`config.mk`:
```
export PLATFORM = sky130hd
export DESIGN_NAME = cmos_spi_init_seq
export DESIGN_NICKNAME = d
export VERILOG_FILES = /design/src/rtl/cmos_spi_init_seq.sv
export SDC_FILE = /design/constraint.sdc
export NUM_CORES = 1
export LEC_CHECK = 0
export ABC_AREA = 1
export CAP_MARGIN = 20
export CORE_ASPECT_RATIO = 1.4
export CORE_MARGIN = 1
export CORE_UTILIZATION = 54
export DETAILED_ROUTE_END_ITERATION = 10
export HOLD_SLACK_MARGIN = 0.05
export PLACE_DENSITY = 0.82
export SLEW_MARGIN = 20
export SYNTH_ARGS = -nofsm -noshare
export SYNTH_HDL_FRONTEND = slang
export SYNTH_SLANG_ARGS = --single-unit
```
`constraint.sdc`:
```
create_clock -name clk_input -period 2.6 [get_ports clk_input]
set_input_delay 0.26 -clock clk_input [delete_from_list [all_inputs] [get_ports clk_input]]
set_output_delay 0.26 -clock clk_input [all_outputs]
set_load 0.05 [all_outputs]
```
`src/rtl/cmos_spi_init_seq.sv`:
```
// rtl/cmos_spi_init_seq.sv - CMOS sensor register-table sequencer driving the SPI_BUS command port
module cmos_spi_init_seq #(
    parameter int NUM_REGS      = 16,
    parameter int SPI_WAIT      = 96,
    parameter int POWERUP_DELAY = 1000,
    parameter bit VERIFY        = 1'b1
) (
    input  logic        clk_input,
    input  logic        reset_n,
    input  logic        start,
    output logic        busy,
    output logic        done,
    output logic        error,
    output logic [7:0]  err_index,
    output logic [7:0]  tbl_addr,
    input  logic [24:0] tbl_entry,
    output logic [9:0]  command_address,
    output logic [15:0] data_write,
    output logic        execute_pulse,
    input  logic [15:0] data_read
);

    // A zero delay still costs one cycle so every wait state is left exactly once.
    localparam int PWR_CYC = (POWERUP_DELAY < 1) ? 1 : POWERUP_DELAY;
    localparam int SPI_CYC = (SPI_WAIT < 1) ? 1 : SPI_WAIT;
    localparam int MAX_CYC = (PWR_CYC > SPI_CYC) ? PWR_CYC : SPI_CYC;
    localparam int CW      = $clog2(MAX_CYC + 1);

    localparam logic [CW-1:0] PWR_LAST = CW'(PWR_CYC - 1);
    localparam logic [CW-1:0] SPI_LAST = CW'(SPI_CYC - 1);
    localparam logic [7:0]    LAST_IDX = 8'(NUM_REGS - 1);
    localparam logic [8:0]    END_MARK = 9'h1FF;

    typedef enum logic [3:0] {
        S_IDLE, S_PWRUP, S_LOAD, S_WR, S_WWAIT, S_RD,
        S_RWAIT, S_CHECK, S_NEXT, S_FINISH, S_FAIL
    } state_t;

    state_t        state_q, state_d;
    logic [CW-1:0] cnt_q, cnt_d;
    logic [8:0]    reg_addr_q, reg_addr_d;
    logic [15:0]   reg_data_q, reg_data_d;
    logic [15:0]   rd_q, rd_d;
    logic          busy_q, busy_d;
    logic          done_q, done_d;
    logic          error_q, error_d;
    logic [7:0]    err_index_q, err_index_d;
    logic [7:0]    tbl_addr_q, tbl_addr_d;
    logic [9:0]    cmd_q, cmd_d;
    logic [15:0]   wdata_q, wdata_d;
    logic          pulse_q, pulse_d;

    // State and output registers; async reset also kills an in-flight strobe.
    always_ff @(posedge clk_input or negedge reset_n) begin
        if (!reset_n) begin
            state_q     <= S_IDLE;
            cnt_q       <= '0;
            reg_addr_q  <= '0;
            reg_data_q  <= '0;
            rd_q        <= '0;
            busy_q      <= 1'b0;
            done_q      <= 1'b0;
            error_q     <= 1'b0;
            err_index_q <= '0;
            tbl_addr_q  <= '0;
            cmd_q       <= '0;
            wdata_q     <= '0;
            pulse_q     <= 1'b0;
        end else begin
            state_q     <= state_d;
            cnt_q       <= cnt_d;
            reg_addr_q  <= reg_addr_d;
            reg_data_q  <= reg_data_d;
            rd_q        <= rd_d;
            busy_q      <= busy_d;
            done_q      <= done_d;
            error_q     <= error_d;
            err_index_q <= err_index_d;
            tbl_addr_q  <= tbl_addr_d;
            cmd_q       <= cmd_d;
            wdata_q     <= wdata_d;
            pulse_q     <= pulse_d;
        end
    end

    // Next-state and output logic; the strobe is registered out of WR/RD so the
    // command word has been on the bus for a full cycle before it rises.
    always_comb begin
        state_d     = state_q;
        cnt_d       = cnt_q;
        reg_addr_d  = reg_addr_q;
        reg_data_d  = reg_data_q;
        rd_d        = rd_q;
        busy_d      = busy_q;
        done_d      = done_q;
        error_d     = error_q;
        err_index_d = err_index_q;
        tbl_addr_d  = tbl_addr_q;
        cmd_d       = cmd_q;
        wdata_d     = wdata_q;
        pulse_d     = 1'b0;

        case (state_q)
            S_IDLE, S_FAIL: begin
                if (start) begin
                    done_d      = 1'b0;
                    error_d     = 1'b0;
                    err_index_d = '0;
                    tbl_addr_d  = '0;
                    busy_d      = 1'b1;
                    cnt_d       = '0;
                    state_d     = S_PWRUP;
                end
            end
            S_PWRUP: begin
                if (cnt_q == PWR_LAST) begin
                    cnt_d   = '0;
                    state_d = S_LOAD;
                end else begin
                    cnt_d = cnt_q + 1'b1;
                end
            end
            S_LOAD: begin
                reg_addr_d = tbl_entry[24:16];
                reg_data_d = tbl_entry[15:0];
                if (tbl_entry[24:16] == END_MARK) begin
                    state_d = S_FINISH;
                end else begin
                    cmd_d   = {tbl_entry[24:16], 1'b1};
                    wdata_d = tbl_entry[15:0];
                    state_d = S_WR;
                end
            end
            S_WR: begin
                pulse_d = 1'b1;
                cnt_d   = '0;
                state_d = S_WWAIT;
            end
            S_WWAIT: begin
                if (cnt_q == SPI_LAST) begin
                    cnt_d = '0;
                    if (VERIFY) begin
                        cmd_d   = {reg_addr_q, 1'b0};
                        state_d = S_RD;
                    end else begin
                        state_d = S_NEXT;
                    end
                end else begin
                    cnt_d = cnt_q + 1'b1;
                end
            end
            S_RD: begin
                pulse_d = 1'b1;
                cnt_d   = '0;
                state_d = S_RWAIT;
            end
            S_RWAIT: begin
                if (cnt_q == SPI_LAST) begin
                    rd_d    = data_read;
                    cnt_d   = '0;
                    state_d = S_CHECK;
                end else begin
                    cnt_d = cnt_q + 1'b1;
                end
            end
            S_CHECK: begin
                if (rd_q == reg_data_q) begin
                    state_d = S_NEXT;
                end else begin
                    error_d     = 1'b1;
                    err_index_d = tbl_addr_q;
                    busy_d      = 1'b0;
                    state_d     = S_FAIL;
                end
            end
            S_NEXT: begin
                if (tbl_addr_q == LAST_IDX) begin
                    state_d = S_FINISH;
                end else begin
                    tbl_addr_d = tbl_addr_q + 8'd1;
                    state_d    = S_LOAD;
                end
            end
            S_FINISH: begin
                done_d  = 1'b1;
                busy_d  = 1'b0;
                state_d = S_IDLE;
            end
            default: state_d = S_IDLE;
        endcase
    end

    assign busy            = busy_q;
    assign done            = done_q;
    assign error           = error_q;
    assign err_index       = err_index_q;
    assign tbl_addr        = tbl_addr_q;
    assign command_address = cmd_q;
    assign data_write      = wdata_q;
    assign execute_pulse   = pulse_q;

endmodule

```
Yosys cells after proc, flatten, opt, wreduce, memory -nomap -nowiden
Cells that the tools add are included. W data, S select, Z words.

Register bits: 101. Bits in latches: 0. Memory bits (writable): 0. Memory bits (read-only): 0. Input port bits: 44. Output and inout bits: 46. Word-level logic and storage cells: 85. Memories kept: 0.

$add $sub $neg: 2. Multiply operators: 0. Divide/modulo/power cells: 0. Order comparisons: 0. Equality and inequality tests: 22. Shift-type cells: 0. Multiplexer cells: 28. Bitwise gates (word level): 1. Reductions and logical operators: 19.

Operators with widths (number): $mux W10 (5); $pmux W10 S4 (1); $pmux W4 S9 (1); $pmux W8 S2 (2); $mux W4 (6); $mux W8 (3); $pmux W10 S2 (1); $eq A16 B16 Y1 (1); $eq A4 B3 Y1 const B (4); $ne A2 B2 Y1 const B (7); $eq A4 B4 Y1 const B (3); $reduce_and A3 Y1 (4); $add A10 B1 Y10 const B (1); $eq A10 B10 Y1 const B (1); $eq A10 B7 Y1 const B (1); $eq A9 B9 Y1 const B (1); $add A8 B1 Y8 const B (1); $eq A4 B2 Y1 const B (2); $eq A8 B4 Y1 const B (1); $reduce_and A2 Y1 (4); $reduce_bool A2 Y1 (4); $reduce_or A2 Y1 (3); $mux W1 (5); $eq A4 B1 Y1 const B (1); other kinds (8) (9).

Depth between registers and ports, before layout
Gate-level depths: netlist of run 1.

Word-level depth: 4. Mapped depth: 11. Gate-level depth less buffers: 11.

Least setup slack after synthesis of run 1
No wires, ideal clock.

Kind: in2reg. From: input port tbl_addr[0]. To: register tbl_addr_q[4] (netlist: tbl_addr[4]). Arrival: 1710 ps. Required time: 2475 ps. Path slack: 765 ps. Stages on the path: 9. Buffers on the path: 0. Cell sequence: dfrtp_1 ha_1 nand2_1 o21ai_2 inv_2 nor2_4 nor2_1 nor2_1 nor2_1.

Longest elaborated chain between the ends: 3. Elaborated cells between the ends (all ways): 6. Those cells by class: add/sub: 1; eq/ne: 2; mux: 2; reduce/logical: 1.

RTL lines: start, declared (line 15) `output logic [7:0] tbl_addr,`; $add A8 B1 Y8 or $eq A8 B4 Y1 (tied branches) (line 180, 177); $mux W8 or $ne A2 B2 Y1 (tied branches); $pmux W8 S2 or $reduce_and A3 Y1 (tied branches); end signal, assigned (line 79) `tbl_addr_q <= tbl_addr_d;`; end, declared (line 48) `logic [7:0] tbl_addr_q, tbl_addr_d;`.

Parallel ways exist; a longest one is shown, timed or not. The select of a mux whose other input is x is not followed. A chain may end at the register's enable or synchronous reset.

Worst setup path in the final report of run 1
From: input port state_q[2]. To: register cmd_q[5] (netlist: command_address[5]).

Longest elaborated chain between the ends: 3. Elaborated cells between the ends (all ways): 7. Those cells by class: eq/ne: 4; mux: 1; reduce/logical: 2.

RTL lines: start, declared (line 39) `state_t state_q, state_d;`; $eq A4 B2 Y1 or $eq A4 B3 Y1 (tied branches) (line 103) `case (state_q)`; $ne A2 B2 Y1 (no source line) or $reduce_bool A2 Y1 (tied branches); $reduce_and A3 Y1 (no source line); end signal, assigned (line 80) `cmd_q <= cmd_d;`; end, declared (line 49) `logic [9:0] cmd_q, cmd_d;`.

Parallel ways exist; a longest one is shown, timed or not.

==> flow_metrics.tcl, run 1 <==
set metrics [dict create \
    run_status "completed" \
    detailedRoute.firstPassIterationCount 5 \
    finalNetCount 752 \
    clkTransAtPathRegs_ns 0.06 \
    cts.htree.levels 3 \
    synth-compound-area-share_pct 9.23 \
    post-route-drc-count 0 \
    synth_simple_gate_area_share_pct 30.0 \
    detail-route-antenna-nets 0 \
    worst_ir_drop_on_vdd_mv 0.772 \
    distinct_cell_type_count_after_synthesis 33 \
    synthMuxAreaShare_pct 0 \
    core.rowCount 40 \
    synthXorXnorAreaFrac_pct 1.25 \
    top_cell_type_by_total_area_after_synthesis "sky130_fd_sc_hd__dfrtp_1" \
    critPathLaunch "state_q[2]" \
    place_hpwl_um 8310 \
    final-hold-violation-count 0 \
    placeableCoreArea_mm2 0.00871 \
    period_minus_slack_ns 2.04 \
    initialDrtViolationCount 261 \
    max_slew_margin_pct 48.2 \
    route.detailed.vias_per_inst 5.24 \
    maximum_number_of_pins_on_one_net_before_global_route_repair 56 \
    top_signal_layer_used "met4" \
    synth.cell_area_mm2 0.00490 \
    async_reset_ff_share_pct 100 \
    worst-endpoint-arrival_ns 2.30 \
    crit_path_end_kind "flip-flop" \
    worst_skew_pair.late_latency_ns 0.34 \
    synth-adder-area-share_pct 0.511 \
    floorplan.initialDensity_pct 56.2 \
    timing.critical_path.from_type "flip-flop" \
    power.density_cell_area_mw_per_mm2 1160 \
    ys_warn_count 0 \
    yosysMostFrequentCell "sky130_fd_sc_hd__nand2_1" \
    tritoncts "done" \
    synth-seq-area-share_pct 51.6 \
    total_clock_buffers_created_by_cts 9 \
    final-max-slew-violation-count 0 \
    ys_ff_latch 101 \
    fp.dieH_um 115 \
    top_level_ports 90 \
    placement.io_buffers 89 \
    die-area_mm2 0.00946 \
    worstPathRequired_ns 2.87 \
    ff2ff_path_depth 7 \
    area_occupied_by_multi_input_gates_mm2 0.00201 \
    setup-tns-final_ns 0 \
    final_critical_path_share_of_the_clock_period_pct 78.4 \
    finish.cell_count_without_fillers 816 \
    postCtsSetupRepairBufs 0 \
    die_width_um 82.5 \
    worst-path-max-fanout 20 \
    fillCellCount 713 \
    total_wirelength_um 11400 \
    grt_pass1_vias 4248 \
    rsz0062_at_grt "no" \
    antenna_cells 0 \
    static-leakage-power_uw 0.00302 \
    yosys-top-cells-area "sky130_fd_sc_hd__dfrtp_1, sky130_fd_sc_hd__nand2_1, sky130_fd_sc_hd__nand3_1, sky130_fd_sc_hd__inv_1, sky130_fd_sc_hd__nor2_1" \
    wl_met3_um 593 \
    overflow 0 \
    maxCapViolations 0 \
    grt_first_pass_wirelength_um 19100 \
    gp_routability_congestion 0.873 \
    overall_global_routing_usage_pct 26.9 \
    number_of_antenna_violations_at_the_first_check_in_global_routing 0 \
    ctsRootBufferMaster "sky130_fd_sc_hd__clkbuf_16" \
    detailroute.via_count 4274 \
    postSynthCellCount 617 \
    synthDominantCellAreaShare_pct 51.6 \
    skew_ns 0.00554 \
    layout-drive-gt1-share_pct 7.59 \
    number_of_synthesized_flops_with_an_enable_pin 0 \
    yosys-top-cells-count "sky130_fd_sc_hd__nand2_1, sky130_fd_sc_hd__dfrtp_1, sky130_fd_sc_hd__inv_1, sky130_fd_sc_hd__nor2_1, sky130_fd_sc_hd__nand3_1" \
    crit_type "flip-flop to flip-flop" \
    fmax_ghz 0.490 \
    post_synth.cell_area_avg_um2 7.94 \
    routed-wl-met2_um 5820 \
    seq_area_mm2 0.00253 \
    rr_startpoint "state_q[2]" \
    worst_hold_path_type "input port to asynchronous set/reset pin" \
    synth_top_flop_cell "sky130_fd_sc_hd__dfrtp_1" \
    place_inst 799 \
    numClockSinks 101 \
    dominant_combinational_cell_family_by_area_after_synthesis "simple AND/OR/NAND/NOR gates" \
    met1_length_um 4790 \
    report.final.setup_viol 0 \
    setup.reg_to_reg.worst_slack_ns 0.56 \
    syn_to_layout_area_delta_pct 26.1 \
    max-clock-path-buffers 2 \
    timing_worst_slew_pin_value_ns 0.773 \
    wire_per_inst_um 14.0 \
    synthesis.nets 663 \
]
==> logic make-up (layout without fill, tap and decap cells) <==
logic type | Yosys count | count (layout)
simple gates | 335 | 335
xor+xnor | 7 | 7
fa+ha+maj | 2 | 2
compound gates | 83 | 83
buf+inv | 89 | 183
flops | 101 | 101
==> final cells by class <==
| class | count | share of cell area, % |
|---|---|---|
| multi-input combinational | 427 | 32.5 |
| inverter | 73 | 4.44 |
| clock buffer | 12 | 3.99 |
| sequential | 101 | 40.9 |
| clock inverter | 4 | 0.770 |
| tap | 105 | 2.13 |
| timing repair buffer | 94 | 15.2 |
==> worst max-delay path, stage by stage, from the launching register on <==
cell and delay [ns]:
sky130_fd_sc_hd__dfrtp_1 0.43, sky130_fd_sc_hd__nor2_2 0.23, sky130_fd_sc_hd__inv_2 0.11, sky130_fd_sc_hd__nor2_4 0.35
sky130_fd_sc_hd__nand2_2 0.36, sky130_fd_sc_hd__nand2_4 0.29, sky130_fd_sc_hd__nor2_1 0.06, sky130_fd_sc_hd__a21oi_1 0.13
==> sequential cells by signal, indices dropped and copies added (netlist names), 4 cells and up <==
signal / cells
state_q: 4
err_index: 8
reg_addr_q: 9
command_address: 10
rd_q: 16
reg_data_q: 16
tbl_addr: 8
data_write: 16
cnt_q: 10
==> metal layers <==
metal,track usage (%),vias to the layer above
met5,0,-
met4,9.24,0
met3,5.66,19
met2,45.6,119
met1,33.4,2013
li1,-,2123
==> final timing paths <==
check / to
max in group asynchronous: data_write[6]
max reg2reg: command_address[5]
min reg2reg: done
max: command_address[5]
min: cnt_q[2]
min in group clk_input: done
==> power by group <==
group	internal [uW]	leakage [uW]	switching (uW)
Clock	770	0.000143	558
Combinational	1070	0.00161	2270
Sequential	2110	0.00126	384
==> repair_timing <==
action,in CTS,in global routing
gates resized for setup,0,0
endpoints found under the hold margin,46,0
hold buffers,1,0
==> metrics by stage <==
step	worst slack (ns)	power, uW	util (%)	hold WS [ns]	cell area, um2
after floorplan	0.765	4850	-	-0.0356	4900
after global placement	0.644	5740	67.4	0.306	5870
after detailed placement	0.554	5840	67.4	0.308	5870
after CTS	0.573	7190	70.9	0.475	6170
after global routing	0.352	7640	70.9	0.507	6170
final	0.561	7160	70.9	0.460	6170
==> cell usage in the layout (no fill, tap or decap), types with 4 or more instances in the layout <==
cell | netlist | routed
sky130_fd_sc_hd__a21oi_1 | 29 | 29
sky130_fd_sc_hd__buf_4 | 0 | 4
sky130_fd_sc_hd__clkbuf_16 | 0 | 9
sky130_fd_sc_hd__clkdlybuf4s50_1 | 0 | 88
sky130_fd_sc_hd__dfrtp_1 | 101 | 101
sky130_fd_sc_hd__inv_1 | 65 | 65
sky130_fd_sc_hd__inv_2 | 8 | 8
sky130_fd_sc_hd__nand2_1 | 189 | 189
sky130_fd_sc_hd__nand2_2 | 5 | 5
sky130_fd_sc_hd__nand3_1 | 50 | 50
sky130_fd_sc_hd__nand4_1 | 6 | 6
sky130_fd_sc_hd__nor2_1 | 62 | 62
sky130_fd_sc_hd__nor2_4 | 7 | 7
sky130_fd_sc_hd__o21ai_0 | 41 | 41
sky130_fd_sc_hd__o21ai_1 | 4 | 4
sky130_fd_sc_hd__xor2_1 | 5 | 5
Power figures use the tool's default switching activity.
==> inputs of run 2 (changes only) <==
- CORE_UTILIZATION: 54 -> 53
- PLACE_DENSITY: 0.82 -> 0.81
- clock period: 2.6 -> 2.1 ns (I/O delays scaled with it)
==> run 2 against run 1 <==
Clock skew increased by 0.0020 ns. Register-to-register slack got worse by 0.22 ns. Setup slack lost 0.32 ns. First-iteration DRC count rose by 1.9%. Global-route usage fell by 1.0 points. Sequential share of layout area is 0.45 points lower. Non-clock buffer count grew 7. Final area rose by 1.1%. Critical path type is now flip-flop to output pin. Largest power group unchanged.
==> flow_metrics.tcl, run 2 (synthesis results as in run 1) <==
set metrics [dict create \
    wire_per_inst_um 14.2 \
    timing.critical_path.from_type "flip-flop" \
    post-route-drc-count 0 \
    worst_skew_pair.late_latency_ns 0.34 \
    rsz0062_at_grt "no" \
    layout-drive-gt1-share_pct 8.77 \
    holdBufCountCts 1 \
    worst_hold_path_type "input port to asynchronous set/reset pin" \
    max_slew_margin_pct 65.4 \
    overflow 0 \
    grt_first_pass_wirelength_um 19900 \
    crit_type "flip-flop to output pin" \
    finish.cell_count_without_fillers 825 \
    worstPathRequired_ns 1.89 \
    clkTransAtPathRegs_ns 0.07 \
    crit_path_end_kind "output pin" \
    final_cell_mix "sky130_fd_sc_hd__nand2_1, sky130_fd_sc_hd__dfrtp_1, sky130_fd_sc_hd__clkdlybuf4s50_1" \
    run_status "completed" \
    gp_routability_congestion 0.911 \
    cts.htree.levels 3 \
    crit_path_max_incr_delay_ns 0.84 \
    report.final.setup_viol 0 \
    detailedRoute.firstPassIterationCount 5 \
    grt_pass1_vias 4357 \
    final_area_mm2 0.00624 \
    crit_chain "clkdlybuf4s50_1" \
    route.detailed.vias_per_inst 5.34 \
    cts_resized 0 \
    fp.dieH_um 116 \
    tritoncts "done" \
    numClockSinks 101 \
    placement.io_buffers 89 \
    static-leakage-power_uw 0.00306 \
    floorplan.initialDensity_pct 54.5 \
    ctsRootBufferMaster "sky130_fd_sc_hd__clkbuf_16" \
    detail-route-antenna-nets 0 \
    cp_slowest_cell "sky130_fd_sc_hd__clkdlybuf4s50_1" \
    period_minus_slack_ns 1.86 \
    skew_ns 0.00759 \
    fillCellCount 674 \
    timing_worst_slew_pin_value_ns 0.518 \
    final_critical_path_share_of_the_clock_period_pct 88.7 \
    finalNetCount 759 \
    worst-path-max-fanout 5 \
    fmax_ghz 0.537 \
    final-max-slew-violation-count 0 \
    core.rowCount 41 \
    power.density_cell_area_mw_per_mm2 1440 \
    die_width_um 83.2 \
    worstPathBufferInverterCount 1 \
    detailroute.via_count 4405 \
    postCtsSetupRepairBufs 0 \
    final-hold-violation-count 0 \
    place_hpwl_um 8540 \
    antenna_cells 0 \
    top_level_ports 90 \
    initialDrtViolationCount 266 \
    total_wirelength_um 11700 \
    total_clock_buffers_created_by_cts 9 \
    setup-tns-final_ns 0 \
    placeableCoreArea_mm2 0.00898 \
    maximum_number_of_pins_on_one_net_before_global_route_repair 48 \
    detailed_place.area_mm2 0.00593 \
    place_inst 808 \
    worst-endpoint-arrival_ns 1.65 \
    syn_to_layout_area_delta_pct 27.5 \
    hold-worst-slack_ns 0.349 \
    die-area_mm2 0.00963 \
    worst_ir_drop_on_vdd_mv 1.15 \
    maxCapViolations 0 \
    number_of_antenna_violations_at_the_first_check_in_global_routing 0 \
    overall_global_routing_usage_pct 25.9 \
    final_common_cell "sky130_fd_sc_hd__nand2_1" \
    final_core_util_pct 69.5 \
    max-clock-path-buffers 2 \
    worst_path_dominant_cell_family "buffers and inverters" \
]
run 2: changes by cell type in the layout (fill, tap and decap cells not counted), sizes merged:
cell / previous run / this run
clkinv: 2 / 3
clkinvlp: 1 / 0
inv: 73 / 75
clkbuf: 12 / 10
buf: 5 / 12
run 2: path summary, 6_finish.rpt:
| path | cells after the start | from | slack, ns | to |
|---|---|---|---|---|
| max in group asynchronous | 3 | reset_n | 1.07 | reg_data_q[7] |
| hold / removal | 2 | reset_n | 0.35 | cnt_q[7] |
| hold reg to reg | 2 | err_index[6] | 0.47 | err_index[6] |
| min in group clk_input | 3 | data_read[7] | 0.44 | rd_q[7] |
| setup reg to reg | 7 | cnt_q[0] | 0.34 | rd_q[14] |
| setup / recovery | 1 | tbl_addr[7] | 0.24 | tbl_addr[7] |
run 2: through the flow:
step / worst slack, ns / power [uW]
floorplan: 0.265 / 6010
detailed placement: 0.279 / 7290
CTS: 0.235 / 9040
global route: 0.117 / 9600
global placement: 0.359 / 7150
finish: 0.238 / 9000
run 2: final cells by class:
class	count	area (um2)	share of cell area [%]
sequential	101	2530	40.5
multi-input combinational	427	2010	32.1
timing repair buffer	101	993	15.9
inverter	73	274	4.39
clock buffer	10	239	3.83
tap	107	134	2.14
clock inverter	6	68.8	1.10
run 2: power breakdown:
group	total (uW)	internal, uW	switching (uW)
clock	1700	967	738
combinational	4190	1370	2820
sequential	3110	2610	498
total	9000	4950	4050
run 2: per-layer routing:
metal	GRT usage [%]	part of all wire, %	routed length, um	up-vias
li1	-	-	-	2143
met1	31.6	42	4870	2077
met2	45.6	51	5990	152
met3	4.27	4.6	535	33
met4	11.3	2.5	298	0
met5	0	0	0	-
==> inputs of run 3 (changes only) <==
==> constraint.sdc (replaced) <==
create_clock -name clk_input -period 2.1 [get_ports clk_input]
set_input_delay 0.42 -clock clk_input [delete_from_list [all_inputs] [get_ports clk_input]]
set_output_delay 0.42 -clock clk_input [all_outputs]
set_load 0.05 [all_outputs]
==> run 3 against run 2 <==
Global-route usage up 0.27 points. Register-to-register slack worse by 0.10 ns. Hold slack better by 0.13 ns. Total power down 0.12%. Maximum frequency down 9.7%. Sequential share of layout area down 0.18 points. Utilization up 0.31 points. Critical path type unchanged. Highest routed layer unchanged.
==> flow_metrics.tcl, run 3 (synthesis results as in run 1) <==
set metrics [dict create \
    setup.reg_to_reg.worst_slack_ns 0.24 \
    total_clock_buffers_created_by_cts 9 \
    crit_type "flip-flop to output pin" \
    worstPathBufferInverterCount 1 \
    rsz0062_at_grt "no" \
    initialDrtViolationCount 316 \
    die_width_um 83.2 \
    worst_skew_pair.late_latency_ns 0.34 \
    timing_worst_slew_pin_value_ns 0.514 \
    overall_global_routing_usage_pct 26.1 \
    detailedRoute.firstPassIterationCount 4 \
    ff2ff_path_depth 7 \
    max_slew_margin_pct 65.6 \
    finalNetCount 760 \
    total_wirelength_um 11800 \
    total_design_power_uw 8990 \
    worstHoldEndpoint "err_index[6]" \
    skew_ns 0.00651 \
    final_core_util_pct 69.9 \
    die-area_mm2 0.00963 \
    ctsRootBufferMaster "sky130_fd_sc_hd__clkbuf_16" \
    final_common_cell "sky130_fd_sc_hd__nand2_1" \
    numClockSinks 101 \
    number_of_antenna_violations_at_the_first_check_in_global_routing 0 \
    floorplan.initialDensity_pct 54.5 \
    crit_path_max_incr_delay_ns 0.84 \
    cts.htree.levels 3 \
    grt_pass1_vias 4302 \
    detailroute.via_count 4401 \
    worst_hold_path_type "flip-flop to flip-flop" \
    seq_area_mm2 0.00253 \
    power.density_cell_area_mw_per_mm2 1430 \
    post-route-drc-count 0 \
    syn_to_layout_area_delta_pct 28.1 \
    area_occupied_by_multi_input_gates_mm2 0.00201 \
    run_status "completed" \
    place_hpwl_um 8630 \
    placement.io_buffers 89 \
    layout-drive-gt1-share_pct 8.77 \
    tritoncts "done" \
    maxCapViolations 0 \
    fmax_ghz 0.485 \
    hold-path-cell-count 2 \
    hold_sp "err_index[6]" \
    final-hold-violation-count 0 \
    final_critical_path_share_of_the_clock_period_pct 98.2 \
    grt_first_pass_wirelength_um 19900 \
    core.rowCount 41 \
    timing.critical_path.from_type "flip-flop" \
    final_cell_mix "sky130_fd_sc_hd__nand2_1, sky130_fd_sc_hd__dfrtp_1, sky130_fd_sc_hd__clkdlybuf4s50_1" \
    top_level_ports 90 \
    clkTransAtPathRegs_ns 0.07 \
    gp_routability_congestion 0.923 \
    crit-reg2reg-capture "rd_q[11]" \
    wire_per_inst_um 14.3 \
    fillCellCount 694 \
    worst-endpoint-arrival_ns 1.64 \
    crit_chain "clkdlybuf4s50_1" \
    worstPathRequired_ns 1.68 \
    cp_slowest_cell "sky130_fd_sc_hd__clkdlybuf4s50_1" \
    worst-path-max-fanout 5 \
    static-leakage-power_uw 0.00309 \
    report.final.setup_viol 0 \
    maximum_number_of_pins_on_one_net_before_global_route_repair 49 \
    max-clock-path-buffers 2 \
    final-max-slew-violation-count 0 \
    detail-route-antenna-nets 0 \
    worst_ir_drop_on_vdd_mv 1.00 \
    setup-tns-final_ns 0 \
    crit_path_end_kind "output pin" \
    fp.dieH_um 116 \
    antenna_cells 0 \
    period_minus_slack_ns 2.06 \
    overflow 0 \
    placeableCoreArea_mm2 0.00898 \
    route.detailed.vias_per_inst 5.33 \
    worst_path_dominant_cell_family "buffers and inverters" \
    rr_startpoint "cnt_q[0]" \
]
==> run 3: report_power, final <==
group	switching [uW]	total, uW	internal (uW)
Clock	694	1670	978
Combinational	2820	4220	1390
Sequential	490	3100	2610
==> run 3: routing by layer <==
metal / up-vias / part of all wire [%] / GRT usage [%]
li1: 2141 / - / -
met1: 2102 / 41 / 31.7
met2: 137 / 52 / 46.4
met3: 21 / 5.0 / 5.34
met4: 0 / 1.7 / 9.43
met5: - / 0 / 0
==> run 3: repair_timing <==
| action | in CTS | in global routing |
|---|---|---|
| resized for setup | 0 | 1 |
| endpoints found under the setup margin | 0 | 1 |
| hold buffers | 1 | 0 |
| endpoints found under the hold margin | 18 | 0 |
| buffers inserted | 0 | 0 |
==> run 3: final cells by class <==
type / count / share of cell area [%]
Sequential cell: 101 / 40.3
Multi-Input combinational cell: 427 / 32.0
Timing Repair Buffer: 102 / 16.4
Inverter: 73 / 4.37
Clock buffer: 11 / 4.03
Tap cell: 107 / 2.13
Clock inverter: 4 / 0.758
==> run 3: worst max path at each step <==
stage                  startpoint          end  slack [ns]  depth (start not counted)
floorplan             tbl_addr[0]  tbl_addr[4]        0.27                          8
global placement    tbl_entry[17]   state_q[1]        0.19                          9
detailed placement  tbl_entry[17]   state_q[1]        0.14                          9
CTS                   tbl_addr[4]  tbl_addr[4]        0.04                          1
global route          tbl_addr[3]  tbl_addr[3]       0.001                          1
finish                tbl_addr[7]  tbl_addr[7]        0.04                          1
==> run 3: through the flow <==
stage	hold slack, ns	area [um2]	std cells	worst slack, ns
after global placement	0.331	5960	809	0.194
after detailed placement	0.329	5960	809	0.140
after floorplan	0.124	4900	617	0.265
after CTS	0.482	6270	825	0.0356
final	0.479	6270	825	0.0375
after global routing	0.513	6270	825	0.00122
